**src/rtl/e203_exu_flush_arb_pkg.sv**
```systemverilog
// e203_exu_flush_arb_pkg: shared state and owner encodings for the flush arbiter.
package e203_flush_pkg;
  typedef enum logic {IDLE = 1'b0, BUSY = 1'b1} state_e;
  typedef enum logic {OWN_BRCH = 1'b0, OWN_EXCP = 1'b1} owner_e;
endpackage

```
**src/rtl/e203_exu_flush_arb_if.sv**
```systemverilog
// e203_exu_flush_arb_if: requester/IFU flush bus; E203_FLUSH_ARB_PC_EN adds the PC fields.
interface e203_exu_flush_arb_if #(
  parameter int PC_SIZE = 32,
  parameter int CNT_W   = 16
);
  logic               excp_flush_req;
  logic               brch_flush_req;
  logic [PC_SIZE-1:0] excp_flush_op1;
  logic [PC_SIZE-1:0] excp_flush_op2;
  logic [PC_SIZE-1:0] brch_flush_op1;
  logic [PC_SIZE-1:0] brch_flush_op2;
  logic               excp_flush_ack;
  logic               brch_flush_ack;
  logic               pipe_flush_req;
  logic [PC_SIZE-1:0] pipe_flush_add_op1;
  logic [PC_SIZE-1:0] pipe_flush_add_op2;
  logic               pipe_flush_ack;
  logic               flush_pulse;
  logic               flush_owner_excp;
  logic               cnt_clr;
  logic [CNT_W-1:0]   flush_cnt;
`ifdef E203_FLUSH_ARB_PC_EN
  logic [PC_SIZE-1:0] excp_flush_pc;
  logic [PC_SIZE-1:0] brch_flush_pc;
  logic [PC_SIZE-1:0] pipe_flush_pc;
`endif
  modport slave (
`ifdef E203_FLUSH_ARB_PC_EN
    input  excp_flush_pc, brch_flush_pc,
    output pipe_flush_pc,
`endif
    input  excp_flush_req, brch_flush_req,
    input  excp_flush_op1, excp_flush_op2, brch_flush_op1, brch_flush_op2,
    output excp_flush_ack, brch_flush_ack,
    output pipe_flush_req, pipe_flush_add_op1, pipe_flush_add_op2,
    input  pipe_flush_ack,
    output flush_pulse, flush_owner_excp,
    input  cnt_clr,
    output flush_cnt
  );
  modport master (
`ifdef E203_FLUSH_ARB_PC_EN
    output excp_flush_pc, brch_flush_pc,
    input  pipe_flush_pc,
`endif
    output excp_flush_req, brch_flush_req,
    output excp_flush_op1, excp_flush_op2, brch_flush_op1, brch_flush_op2,
    input  excp_flush_ack, brch_flush_ack,
    input  pipe_flush_req, pipe_flush_add_op1, pipe_flush_add_op2,
    output pipe_flush_ack,
    input  flush_pulse, flush_owner_excp,
    output cnt_clr,
    input  flush_cnt
  );
endinterface

```
**src/rtl/e203_exu_flush_arb_prio.sv**
```systemverilog
// e203_flush_prio_arb: fixed-priority one-hot grant, req[1] (excp) beats req[0] (brch).
module e203_flush_prio_arb (
  input  logic [1:0] req,
  output logic [1:0] gnt
);
  assign gnt = {req[1], req[0] & ~req[1]};
endmodule

```
**src/rtl/e203_exu_flush_arb.sv**
```systemverilog
// e203_exu_flush_arb: two-requester non-preemptive flush arbiter toward the IFU; optional PC path under E203_FLUSH_ARB_PC_EN.
module e203_exu_flush_arb
  import e203_flush_pkg::*;
#(
  parameter int PC_SIZE = 32,
  parameter int CNT_W   = 16
) (
  input logic                 clk,
  input logic                 rst,
  e203_exu_flush_arb_if.slave bus
);
  state_e             state;
  owner_e             owner;
  logic [PC_SIZE-1:0] op1, op2;
  logic [CNT_W-1:0]   cnt;
  logic [1:0]         gnt;
  logic               busy, hs, take;
`ifdef E203_FLUSH_ARB_PC_EN
  logic [PC_SIZE-1:0] pc;
`endif
  e203_flush_prio_arb u_prio (
    .req({bus.excp_flush_req, bus.brch_flush_req}),
    .gnt(gnt)
  );
  // rst gates the handshake so a flush pending at reset never acks
  assign busy = (state == BUSY) & ~rst;
  assign hs   = busy & bus.pipe_flush_ack;
  assign take = (state == IDLE) & (|gnt);
  always_ff @(posedge clk) begin
    if (rst) begin
      state <= IDLE;
      owner <= OWN_BRCH;
      op1   <= '0;
      op2   <= '0;
`ifdef E203_FLUSH_ARB_PC_EN
      pc    <= '0;
`endif
    end else begin
      state <= (state == IDLE) ? (take ? BUSY : IDLE) : (bus.pipe_flush_ack ? IDLE : BUSY);
      owner <= take ? (gnt[1] ? OWN_EXCP : OWN_BRCH) : owner;
      op1   <= take ? (gnt[1] ? bus.excp_flush_op1 : bus.brch_flush_op1) : op1;
      op2   <= take ? (gnt[1] ? bus.excp_flush_op2 : bus.brch_flush_op2) : op2;
`ifdef E203_FLUSH_ARB_PC_EN
      pc    <= take ? (gnt[1] ? bus.excp_flush_pc : bus.brch_flush_pc) : pc;
`endif
    end
  end
  always_ff @(posedge clk) begin
    if (rst | bus.cnt_clr) cnt <= '0;
    else if (hs & ~&cnt) cnt <= cnt + 1'b1;
  end
  assign bus.pipe_flush_req     = busy;
  assign bus.flush_pulse        = hs;
  assign bus.excp_flush_ack     = hs & (owner == OWN_EXCP);
  assign bus.brch_flush_ack     = hs & (owner == OWN_BRCH);
  assign bus.flush_owner_excp   = (owner == OWN_EXCP);
  assign bus.pipe_flush_add_op1 = op1;
  assign bus.pipe_flush_add_op2 = op2;
  assign bus.flush_cnt          = cnt;
`ifdef E203_FLUSH_ARB_PC_EN
  assign bus.pipe_flush_pc      = pc;
`endif
endmodule

```
**src/flat_wrapper.sv**
```systemverilog
// flat-port wrapper written by rule: the top's interface ports become plain ports
module e203_exu_flush_arb_flat import e203_flush_pkg::*;
#(
  parameter int PC_SIZE = 32,
  parameter int CNT_W   = 16
)
  (clk, rst, bus_excp_flush_req, bus_brch_flush_req, bus_excp_flush_op1, bus_excp_flush_op2, bus_brch_flush_op1, bus_brch_flush_op2, bus_excp_flush_ack, bus_brch_flush_ack, bus_pipe_flush_req, bus_pipe_flush_add_op1, bus_pipe_flush_add_op2, bus_pipe_flush_ack, bus_flush_pulse, bus_flush_owner_excp, bus_cnt_clr, bus_flush_cnt);
  e203_exu_flush_arb_if #(.PC_SIZE(PC_SIZE), .CNT_W(CNT_W)) bus_i ();
  input logic clk;
  input logic rst;
  input wire logic [$bits(bus_i.excp_flush_req)-1:0] bus_excp_flush_req;
  input wire logic [$bits(bus_i.brch_flush_req)-1:0] bus_brch_flush_req;
  input wire logic [$bits(bus_i.excp_flush_op1)-1:0] bus_excp_flush_op1;
  input wire logic [$bits(bus_i.excp_flush_op2)-1:0] bus_excp_flush_op2;
  input wire logic [$bits(bus_i.brch_flush_op1)-1:0] bus_brch_flush_op1;
  input wire logic [$bits(bus_i.brch_flush_op2)-1:0] bus_brch_flush_op2;
  output wire logic [$bits(bus_i.excp_flush_ack)-1:0] bus_excp_flush_ack;
  output wire logic [$bits(bus_i.brch_flush_ack)-1:0] bus_brch_flush_ack;
  output wire logic [$bits(bus_i.pipe_flush_req)-1:0] bus_pipe_flush_req;
  output wire logic [$bits(bus_i.pipe_flush_add_op1)-1:0] bus_pipe_flush_add_op1;
  output wire logic [$bits(bus_i.pipe_flush_add_op2)-1:0] bus_pipe_flush_add_op2;
  input wire logic [$bits(bus_i.pipe_flush_ack)-1:0] bus_pipe_flush_ack;
  output wire logic [$bits(bus_i.flush_pulse)-1:0] bus_flush_pulse;
  output wire logic [$bits(bus_i.flush_owner_excp)-1:0] bus_flush_owner_excp;
  input wire logic [$bits(bus_i.cnt_clr)-1:0] bus_cnt_clr;
  output wire logic [$bits(bus_i.flush_cnt)-1:0] bus_flush_cnt;
  assign bus_i.excp_flush_req = bus_excp_flush_req;
  assign bus_i.brch_flush_req = bus_brch_flush_req;
  assign bus_i.excp_flush_op1 = bus_excp_flush_op1;
  assign bus_i.excp_flush_op2 = bus_excp_flush_op2;
  assign bus_i.brch_flush_op1 = bus_brch_flush_op1;
  assign bus_i.brch_flush_op2 = bus_brch_flush_op2;
  assign bus_excp_flush_ack = bus_i.excp_flush_ack;
  assign bus_brch_flush_ack = bus_i.brch_flush_ack;
  assign bus_pipe_flush_req = bus_i.pipe_flush_req;
  assign bus_pipe_flush_add_op1 = bus_i.pipe_flush_add_op1;
  assign bus_pipe_flush_add_op2 = bus_i.pipe_flush_add_op2;
  assign bus_i.pipe_flush_ack = bus_pipe_flush_ack;
  assign bus_flush_pulse = bus_i.flush_pulse;
  assign bus_flush_owner_excp = bus_i.flush_owner_excp;
  assign bus_i.cnt_clr = bus_cnt_clr;
  assign bus_flush_cnt = bus_i.flush_cnt;
  e203_exu_flush_arb #(.PC_SIZE(PC_SIZE), .CNT_W(CNT_W)) u_core (.clk(clk), .rst(rst), .bus(bus_i));
endmodule
```
**config.mk**
```make
export PLATFORM = sky130hd
export DESIGN_NAME = e203_exu_flush_arb_flat
export DESIGN_NICKNAME = d
export VERILOG_FILES = /design/src/rtl/e203_exu_flush_arb_pkg.sv /design/src/rtl/e203_exu_flush_arb_if.sv /design/src/rtl/e203_exu_flush_arb_prio.sv /design/src/rtl/e203_exu_flush_arb.sv /design/src/flat_wrapper.sv
export SDC_FILE = /design/constraint.sdc
export NUM_CORES = 1
export LEC_CHECK = 0
export CORE_UTILIZATION = 41
export DETAILED_ROUTE_END_ITERATION = 8
export GPL_ROUTABILITY_DRIVEN = 0
export PLACE_DENSITY_LB_ADDON = 0.25
export REMOVE_ABC_BUFFERS = 1
export SLEW_MARGIN = 5
export SYNTH_ARGS = -nofsm -noshare
export SYNTH_HDL_FRONTEND = slang
export SYNTH_HIERARCHICAL = 1
export SYNTH_SLANG_ARGS = --single-unit
```
**constraint.sdc**
```tcl
create_clock -name clk -period 4.2 [get_ports clk]
set_input_delay 0.84 -clock clk [delete_from_list [all_inputs] [get_ports clk]]
set_output_delay 0.84 -clock clk [all_outputs]
set_load 0.005 [all_outputs]
```
==> results.md, run 1 <==
- Final slew viol count: 0
- Slew @ Worst Pin: between 0.9 and 1 ns
- Worst Hold Class: reg -> reg
- Cell Count, Final, Fillers Out: 712
- Hold Crit Depth: 2
- Critical Path End Type: primary output
- DRT Pass-1 Iters: 6
- CP max-delay cell: clkdlybuf4s50_1
- Most used cell along the critical path: clkdlybuf4s50_1
- First-pass GRT wire length: between 15000 and 20000 um
- Peak per-stage delay on the critical path: between 0.5 and 0.6 ns
- Syn Area/Cell: 9.43 sq um
- Placement row count: 34
- CTS Sinks: 82
- Post-route DRC: 16
- Post-CTS Resized: 0
- Initial antenna violation count: 0
- Max-cap violation count: 0
- Tmin final: 3.17 ns
- CTS Hold Bufs: 0
- Gate Count Post-Synth: 399
- Hold Path Origin: u_core/bus.pipe_flush_add_op2[23]
- Leak pwr: approximately 2.4 nW
- CP bufs+invs: 3
- Final nets: 734
- Post-route ant nets: 0
- Core area: 0.00881 sq mm
- Hold-critical path endpoint: u_core/bus.pipe_flush_add_op2[23]
- R2R cell count: 5
- R2r endpoint: u_core/bus.flush_cnt[15]
- DR WL/cell: 16.0 um
- Number of synthesized flops with an enable pin: 0
- Total Routing Usage GR: 0.241
- #FFs+latches synth: 82
- Synthesized area: ~0.0038 sq mm
- Via count: between 3000 and 4000
- Post-DP HPWL: 8670 um
- Antenna cell count: 0
- Worst Path Max Fanout: 14
- Die W: slightly below 100 um
- Critical-path cell list: clkdlybuf4s50_1 > nand3b_4 > inv_2 > and2_1 > clkdlybuf4s50_1
- Via density: about 5.3
- DR iter-0 viols: around 130
- YS warnings: 6
- Critical Path RT: between 3 and 4 ns
- Clock root cell: clkbuf_8
- H-tree levels: 3
- Run status: finished with violations
- Reg clk slew, reported paths: 0.07 ns
- Die Y: 97.8 um
- Worst Path Arrival: around 2.3 ns
- Initial core utilization: 0.427
- R2R setup slack: ~2.2 ns
- Largest net degree at the start of global routing: 71
- VDD IR max: approximately 0.00016 V
- Post-CTS Setup Bufs: 0
- Synth Flop Type: dfxtp_1
- Vias in the first global route: 3710
- Worst setup SP type: input port
- Filler Cell Count: approximately 700
- Period utilisation layout: 0.754
- CP startpoint: bus_pipe_flush_ack
- Final Hold Violating Endpoints: 0
- RSZ-0062 raised after global routing: false
- Skew-Pair Late Insertion Delay: 0.33 ns
- Clk buf depth: 2
- Fmax: 0.316 GHz
- Final setup viols: 0
- Final Total Pwr: ~1.9 mW
- Family with the most delay on the worst path: buffers and inverters
- Skew final: 0.00694 ns
- P&R area growth vs syn: 64.2%
- # port buffers: 218
- Seq/Total Area, Yosys: 0.436
- Synth cell types: 39
- Post-Place Cells: roughly 700
- Drt total wl: approximately 11000 um
- Slew HR: 0.342
- Failing checks: DRC
- Post-synthesis async set-or-reset flop share: 0
- Reg2reg start: u_core/bus.flush_cnt[0]
- Die area: 0.00956 sq mm
- TritonCTS Buffers: 9
- Fraction of layout cells with a size suffix above 1: 0.0546
- Hold WS: ~0.5 ns
- Total congestion overflow: 0
- Critical path class: in -> out
- Io pins: between 200 and 250
- Pwr dens: slightly above 300 mW/mm^2
- TritonCTS clock tree: yes
-- logic make-up (layout without fill, tap and decap cells) --
kind of cell / after synthesis / in the layout / share of synthesized area
simple gates: 120 / 120 / 0.167
compound gates: 93 / 93 / 0.176
flops: 82 / 82 / 0.436
mux: 67 / 67 / 0.178
buf+inv: 36 / 241 / 0.0393
fa+ha+maj: 1 / 1 / 0.00333
-- worst reg2reg max path, cell delays in order (launching register included) --
cell	delay [ns]
dfxtp_1	0.41
ha_1	0.25
nand3_2	0.16
nor4_4	0.76
nor4_1	0.16
mux2i_1	0.16
-- power by group --
group | switching, mW | total [mW] | internal (mW)
Combinational | 0.179 | 0.467 | 0.288
Sequential | 0.0355 | 0.878 | 0.842
Clock | 0.266 | 0.573 | 0.307
-- worst max path at each step --
| stage | slack, ns | cells past startpoint | end |
|---|---|---|---|
| after global routing | 0.95 | 5 | bus_excp_flush_ack |
| after global placement | 1.08 | 5 | bus_excp_flush_ack |
| final | 1.03 | 5 | bus_excp_flush_ack |
| after floorplan | -1.32 | 4 | u_core/bus.pipe_flush_add_op1[0] |
| after detailed placement | 1.03 | 5 | bus_excp_flush_ack |
| after CTS | 1.03 | 5 | bus_excp_flush_ack |
-- routing by layer --
| metal | vias to the layer above | global-route usage | share of wire |
|---|---|---|---|
| met3 | 18 | 0.0623 | 0.074 |
| met1 | 1725 | 0.274 | 0.39 |
| li1 | 1871 | - | - |
| met2 | 149 | 0.436 | 0.52 |
| met4 | 0 | 0.0886 | 0.019 |
| met5 | - | 0 | 0 |
-- flip-flops by register name, summed over array words and instances (netlist names) --
signal and flops:
u_core/bus.pipe_flush_add_op1 32, u_core/bus.flush_cnt 16, u_core/bus.pipe_flush_add_op2 32, u_core/state 1, u_core/bus.flush_owner_excp 1
-- Yosys cell counts, types with 3 or more instances --
master | number | area, sq um
dfxtp_1 | 82 | 1640
o31ai_1 | 6 | 45.0
buf_2 | 7 | 35.0
a21oi_1 | 12 | 60.1
clkbuf_1 | 24 | 90.1
or3_1 | 6 | 37.5
mux2i_1 | 67 | 671
a211oi_1 | 64 | 480
nor2_1 | 71 | 267
o21ai_0 | 5 | 25.0
nor4_1 | 3 | 18.8
or4_1 | 7 | 52.6
nand2_1 | 11 | 41.3
nand3_1 | 3 | 15.0
-- stage by stage --
| stage | TNS (ns) | utilization | setup WS, ns | area (sq um) |
|---|---|---|---|---|
| after floorplan | -85.64 | - | -1.32 | 3620 |
| after global placement | 0 | 0.678 | 1.08 | 5970 |
| after detailed placement | 0 | 0.678 | 1.03 | 5970 |
| after CTS | 0 | 0.701 | 1.03 | 6180 |
| after global routing | 0 | 0.701 | 0.945 | 6180 |
| final | 0 | 0.701 | 1.03 | 6180 |
-- area by class of cell --
class	instances	area, sq um	area share
Multi-Input combinational cell	281	1980	0.320
Timing Repair Buffer	222	2200	0.357
Tap cell	108	135	0.0219
Sequential cell	82	1640	0.266
Clock buffer	12	155	0.0251
Inverter	3	11.3	0.00182
Clock inverter	4	50.0	0.00810
-- cell usage in the layout (no fill, tap or decap), types with 3 or more instances in the layout --
| cell | count |
|---|---|
| a211oi_1 | 64 |
| a21oi_1 | 12 |
| buf_4 | 5 |
| clkbuf_8 | 11 |
| clkdlybuf4s50_1 | 216 |
| dfxtp_1 | 82 |
| mux2i_1 | 67 |
| nand2_1 | 11 |
| nand3_1 | 3 |
| nor2_1 | 70 |
| nor4_1 | 3 |
| o21ai_0 | 5 |
| o31ai_1 | 6 |
| or3_1 | 6 |
| or4_1 | 7 |
Power figures use the tool's default switching activity.
==> run 2: changes to the inputs <==
- CORE_UTILIZATION: 41 -> 34
- clock period: 4.2 -> 2.6 ns (I/O delays scaled with it)
==> run 2 against run 1 <==
Effect of this change: die area increased by 20%; critical path depth stayed put; routed wire length is 1.8% lower; largest cell class unchanged; setup slack got worse by 0.83 ns; sequential power up 62%; register-to-register slack lost 1.6 ns; non-clock buffer count rose by 5; clock power rose by 42%; via count decreased by 1.2%; highest routed layer unchanged; worst hold slack hardly changed; the flow now finishes without violations; sequential share of layout area shrank 0.34 points; global-route usage is 4.9 points lower.
==> results.md, run 2 (same netlist as run 1, synthesis figures left out) <==
- Total congestion overflow: 0
- TritonCTS clock tree: yes
- Filler Cell Count: 961
- Reg clk slew, reported paths: approximately 0.080 ns
- CTS Sinks: 82
- Routed wl met3: 985 um
- CP startpoint: bus_pipe_flush_ack
- Tmin final: 2.40 ns
- First-pass GRT wire length: ~17000 um
- Post-route ant nets: 0
- Final instance area: 0.00626 sq mm
- Fraction of layout cells with a size suffix above 1: 0.0608
- TritonCTS Buffers: 9
- Via density: between 4 and 5
- Top Layer Used: met4
- Critical path class: in -> out
- Most common cell after layout, fill and taps aside: clkdlybuf4s50_1
- Reg2reg start: u_core/bus.flush_cnt[0]
- Post-Place Cells: 733
- Drt total wl: between 10000 and 15000 um
- Die area: between 0.01 and 0.015 sq mm
- CTS Hold Bufs: 0
- Via count: 3717
- Multi-input combinational cell area: 0.00198 sq mm
- Max-cap violation count: 0
- Largest net degree at the start of global routing: 71
- P&R area growth vs syn: 66.4%
- Final setup viols: 0
- Final nets: 739
- DR iter-0 viols: roughly 100
- Final slew viol count: 0
- Period utilisation layout: 0.923
- Post-DP HPWL: between 8000 and 9000 um
- Antenna cell count: 0
- Setup TNS: 0 ns
- R2r endpoint: u_core/bus.flush_cnt[7]
- Leak pwr: approximately 2.4 nW
- Vias in the first global route: around 3600
- Sequential Area: 0.00164 sq mm
- Post-CTS Setup Bufs: 0
- Skew final: approximately 0.011 ns
- # port buffers: 218
- Worst Path Arrival: between 1.5 and 2 ns
- Clock root cell: clkbuf_8
- Pwr dens: between 400 and 500 mW/mm^2
- Worst setup path endpoint: bus_excp_flush_ack
- Fmax: roughly 0.42 GHz
- Final Hold Violating Endpoints: 0
- Die W: 107 um
- Die Y: 107 um
- Post-Place Cell Area: between 0.006 and 0.007 sq mm
- Core area: between 0.01 and 0.015 sq mm
- DR WL/cell: 14.9 um
- Run status: completed
- Cell Count, Final, Fillers Out: between 700 and 800
- Clk buf depth: 2
- Slew @ Worst Pin: 0.759 ns
- Skew-Pair Late Insertion Delay: around 0.34 ns
- Worst Path Max Fanout: 6
- Final Total Pwr: 3.00 mW
- Worst Hold Class: reg -> reg
- Hold Crit Depth: 2
- M1 WL: between 4000 and 5000 um
- Worst setup SP type: input port
- Total Routing Usage GR: 0.193
- DRT Pass-1 Iters: 4
- Initial antenna violation count: 0
- Slew HR: 0.490
- Met2 WL: approximately 5600 um
- R2R cell count: 5
- Critical Path End Type: primary output
- Initial core utilization: 0.348
- RSZ-0062 raised after global routing: false
- Most frequent cells in the layout: clkdlybuf4s50_1, dfxtp_1, nor2_1
- Critical Path RT: between 2 and 2.5 ns
- Post-CTS Resized: 0
- Io pins: ~220
- Post-route DRC: 0
- Placement row count: 38
- H-tree levels: 3
- VDD IR max: 0.000229 V
- R2R setup slack: roughly 0.59 ns
-- run 2: cell types whose count changed in the layout (fill, tap and decap cells not counted), sizes merged --
cell      delta
buf          +5
inv          +1
bufinv       -1
clkbuf       -1
clkinvlp     +2
clkinv       -1
-- run 2: worst min-delay path by stage --
stage                                            from                                end  slack [ns]
global route                       bus_excp_flush_req        u_core/bus.flush_owner_excp        0.50
detailed placement  u_core/bus.pipe_flush_add_op1[21]  u_core/bus.pipe_flush_add_op1[21]        0.49
CTS                                bus_excp_flush_req        u_core/bus.flush_owner_excp        0.48
finish               u_core/bus.pipe_flush_add_op2[7]   u_core/bus.pipe_flush_add_op2[7]        0.50
global placement     u_core/bus.pipe_flush_add_op1[2]   u_core/bus.pipe_flush_add_op1[2]        0.49
floorplan                 u_core/bus.flush_owner_excp        u_core/bus.flush_owner_excp        0.48
-- run 2: final cells by class --
| cell class | count | share of cell area |
|---|---|---|
| inverters | 3 | 0.00180 |
| flip-flops and latches | 82 | 0.262 |
| well taps | 140 | 0.0280 |
| repair buffers | 227 | 0.364 |
| clock inverters | 5 | 0.00620 |
| clock buffers | 11 | 0.0210 |
| multi-input cells | 281 | 0.316 |
-- run 2: where the power goes --
| group | switching (mW) | internal (mW) |
|---|---|---|
| clock network | 0.461 | 0.351 |
| registers | 0.0574 | 1.36 |
| logic | 0.287 | 0.482 |
| total | 0.805 | 2.19 |
-- run 2: metrics by stage --
stage | util | setup WS [ns] | hold slack, ns
global placement | 0.564 | 0.213 | 0.486
detailed placement | 0.564 | 0.206 | 0.491
CTS | 0.580 | 0.198 | 0.481
global route | 0.580 | 0.163 | 0.504
floorplan | - | -2.60 | 0.481
finish | 0.580 | 0.200 | 0.499
-- run 2: critical path: stages --
cell and delay, ns:
clkdlybuf4s50_1 0.52, nand3b_4 0.10, inv_2 0.11, and2_1 0.13, clkdlybuf4s50_1 0.49
-- run 2: routing by layer --
| metal | track usage | up-vias |
|---|---|---|
| met1 | 0.207 | 1679 |
| met3 | 0.0693 | 15 |
| met4 | 0.0753 | 0 |
| li1 | - | 1890 |
| met5 | 0 | - |
| met2 | 0.343 | 133 |
==> run 3: changes to the inputs <==
- CORE_MARGIN: not set -> 2
- CTS_BUF_LIST: not set -> sky130_fd_sc_hd__clkbuf_4 sky130_fd_sc_hd__clkbuf_8 sky130_fd_sc_hd__clkbuf_16
==> run 3 against run 2 <==
Effect of this change: clock power grew 17%; final area grew 0.28%; clock-buffer cell count is the same; combinational power shrank 0.8%; critical path depth is the same; core utilization grew 0.16 points; worst hold slack gained 0.0034 ns; first-iteration DRC count grew 15%; largest cell class unchanged; clock skew shrank 0.0028 ns.
==> results.md, run 3 (same netlist as run 1, synthesis figures left out) <==
- Drt total wl: about 12000 um
- Skew-Pair Late Insertion Delay: ~0.35 ns
- Worst setup SP type: input port
- Total congestion overflow: 0
- Critical Path RT: 2.08 ns
- Worst Path Max Fanout: 8
- H-tree levels: 3
- Most common cell after layout, fill and taps aside: clkdlybuf4s50_1
- Initial antenna violation count: 0
- Post-CTS Resized: 0
- DR WL/cell: between 15 and 20 um
- Tmin final: ~2.4 ns
- Skew final: between 0.008 and 0.009 ns
- Initial core utilization: 0.348
- Cell-internal power: between 2 and 2.5 mW
- R2r endpoint: u_core/bus.flush_cnt[1]
- Setup TNS: 0 ns
- Die area: approximately 0.012 sq mm
- Total Routing Usage GR: 0.193
- Final Hold Violating Endpoints: 0
- # port buffers: 218
- Vias in the first global route: between 3000 and 4000
- Clock root cell: clkbuf_8
- R2R setup slack: 0.57 ns
- Final Total Pwr: about 3.1 mW
- Filler Cell Count: approximately 950
- Worst Hold Class: reg -> reg
- CTS Hold Bufs: 0
- Period utilisation layout: 0.942
- RSZ-0062 raised after global routing: false
- Io pins: ~220
- Switching Fraction: 0.259
- Reg power frac: 0.454
- Critical Path End Type: primary output
- DR iter-0 viols: 120
- Final setup viols: 0
- R2R cell count: 5
- Final nets: around 740
- Die Y: 109 um
- CTS Sinks: 82
- Comb power frac: 0.244
- Run status: completed
- Critical path class: in -> out
- Post-DP HPWL: between 9000 and 10000 um
- CP startpoint: bus_pipe_flush_ack
- Post-route ant nets: 0
- Worst Path Arrival: just under 2 ns
- P&R area growth vs syn: 66.8%
- Slew @ Worst Pin: 0.838 ns
- Pwr dens: 499 mW/mm^2
- Die W: 109 um
- Sw Pwr: roughly 810 uW
- Leak pwr: between 2 and 2.5 nW
- Reg2reg start: u_core/bus.flush_cnt[0]
- First-pass GRT wire length: between 15000 and 20000 um
- Fmax: 0.408 GHz
- Reg clk slew, reported paths: ~0.080 ns
- TritonCTS clock tree: yes
- Clk buf depth: 2
- Via count: between 3000 and 4000
- Via density: 4.91
- Antenna cell count: 0
- Clock group share of total power: 0.303
- Slew HR: 0.437
- Worst setup path endpoint: bus_excp_flush_ack
- VDD IR max: slightly above 0.0003 V
- Placement row count: 38
- Core area: approximately 0.011 sq mm
- Largest net degree at the start of global routing: 70
- Post-route DRC: 0
- Fraction of layout cells with a size suffix above 1: 0.0625
- Final slew viol count: 0
- Max-cap violation count: 0
- Most frequent cells in the layout: clkdlybuf4s50_1, dfxtp_1, nor2_1
- DRT Pass-1 Iters: 4
- TritonCTS Buffers: 9
- Post-CTS Setup Bufs: 0
-- run 3: changes by cell type in the layout (fill, tap and decap cells not counted), sizes merged --
cell,change
clkinv,+1
buf,-1
bufinv,+1
clkinvlp,-2
-- run 3: metrics by stage --
| stage | instances | cell area [sq um] | hold slack (ns) | setup WS, ns | util |
|---|---|---|---|---|---|
| 2_1_floorplan | 366 | 3620 | 0.481 | -2.60 | - |
| 3_3_place_gp | 732 | 6070 | 0.487 | 0.155 | 0.562 |
| 3_5_place_dp | 732 | 6070 | 0.491 | 0.148 | 0.562 |
| 4_1_cts | 748 | 6270 | 0.504 | 0.144 | 0.581 |
| 5_1_grt | 748 | 6270 | 0.519 | 0.0632 | 0.581 |
| 6_report | 748 | 6270 | 0.502 | 0.151 | 0.581 |
-- run 3: area by class of cell --
class                      count  area (sq um)  area share
inverter                       3          11.3     0.00179
clock buffer                  11           145      0.0231
sequential                    82          1640       0.262
multi-input combinational    281          1980       0.315
clock inverter                 5          62.6     0.00997
tap                          140           175      0.0279
timing repair buffer         226          2260       0.360
-- run 3: power groups by stage --
stage	clock (mW)	sequential, mW	combinational (mW)
after global placement	0	1.44	0.763
after CTS	0.973	1.42	0.775
after floorplan	0	1.45	0.251
after global routing	1.04	1.43	0.825
after detailed placement	0	1.45	0.772
final	0.948	1.42	0.763
-- run 3: worst min-delay path by stage --
| stage | to | cells after the start | startpoint | slack (ns) |
|---|---|---|---|---|
| after floorplan | u_core/bus.flush_owner_excp | 2 | u_core/bus.flush_owner_excp | 0.48 |
| after global routing | u_core/bus.pipe_flush_add_op2[5] | 2 | u_core/bus.pipe_flush_add_op2[5] | 0.52 |
| after global placement | u_core/bus.pipe_flush_add_op1[30] | 2 | u_core/bus.pipe_flush_add_op1[30] | 0.49 |
| after CTS | u_core/bus.pipe_flush_add_op2[14] | 2 | u_core/bus.pipe_flush_add_op2[14] | 0.50 |
| after detailed placement | u_core/bus.pipe_flush_add_op1[9] | 2 | u_core/bus.pipe_flush_add_op1[9] | 0.49 |
| final | u_core/bus.pipe_flush_add_op1[12] | 2 | u_core/bus.pipe_flush_add_op1[12] | 0.50 |
-- run 3: critical path, cell delays in order --
cell and delay (ns):
clkdlybuf4s50_1 0.52, nand3b_4 0.13, inv_2 0.13, and2_1 0.13, clkdlybuf4s50_1 0.49
-- run 3: layer usage --
metal  up-vias  wire length (um)  global-route usage
li1       1880                 -                   -
met5         -                 0                   0
met3         4               884              0.0717
met1      1655              4520               0.210
met4         0                87              0.0425
met2       131              6250               0.356
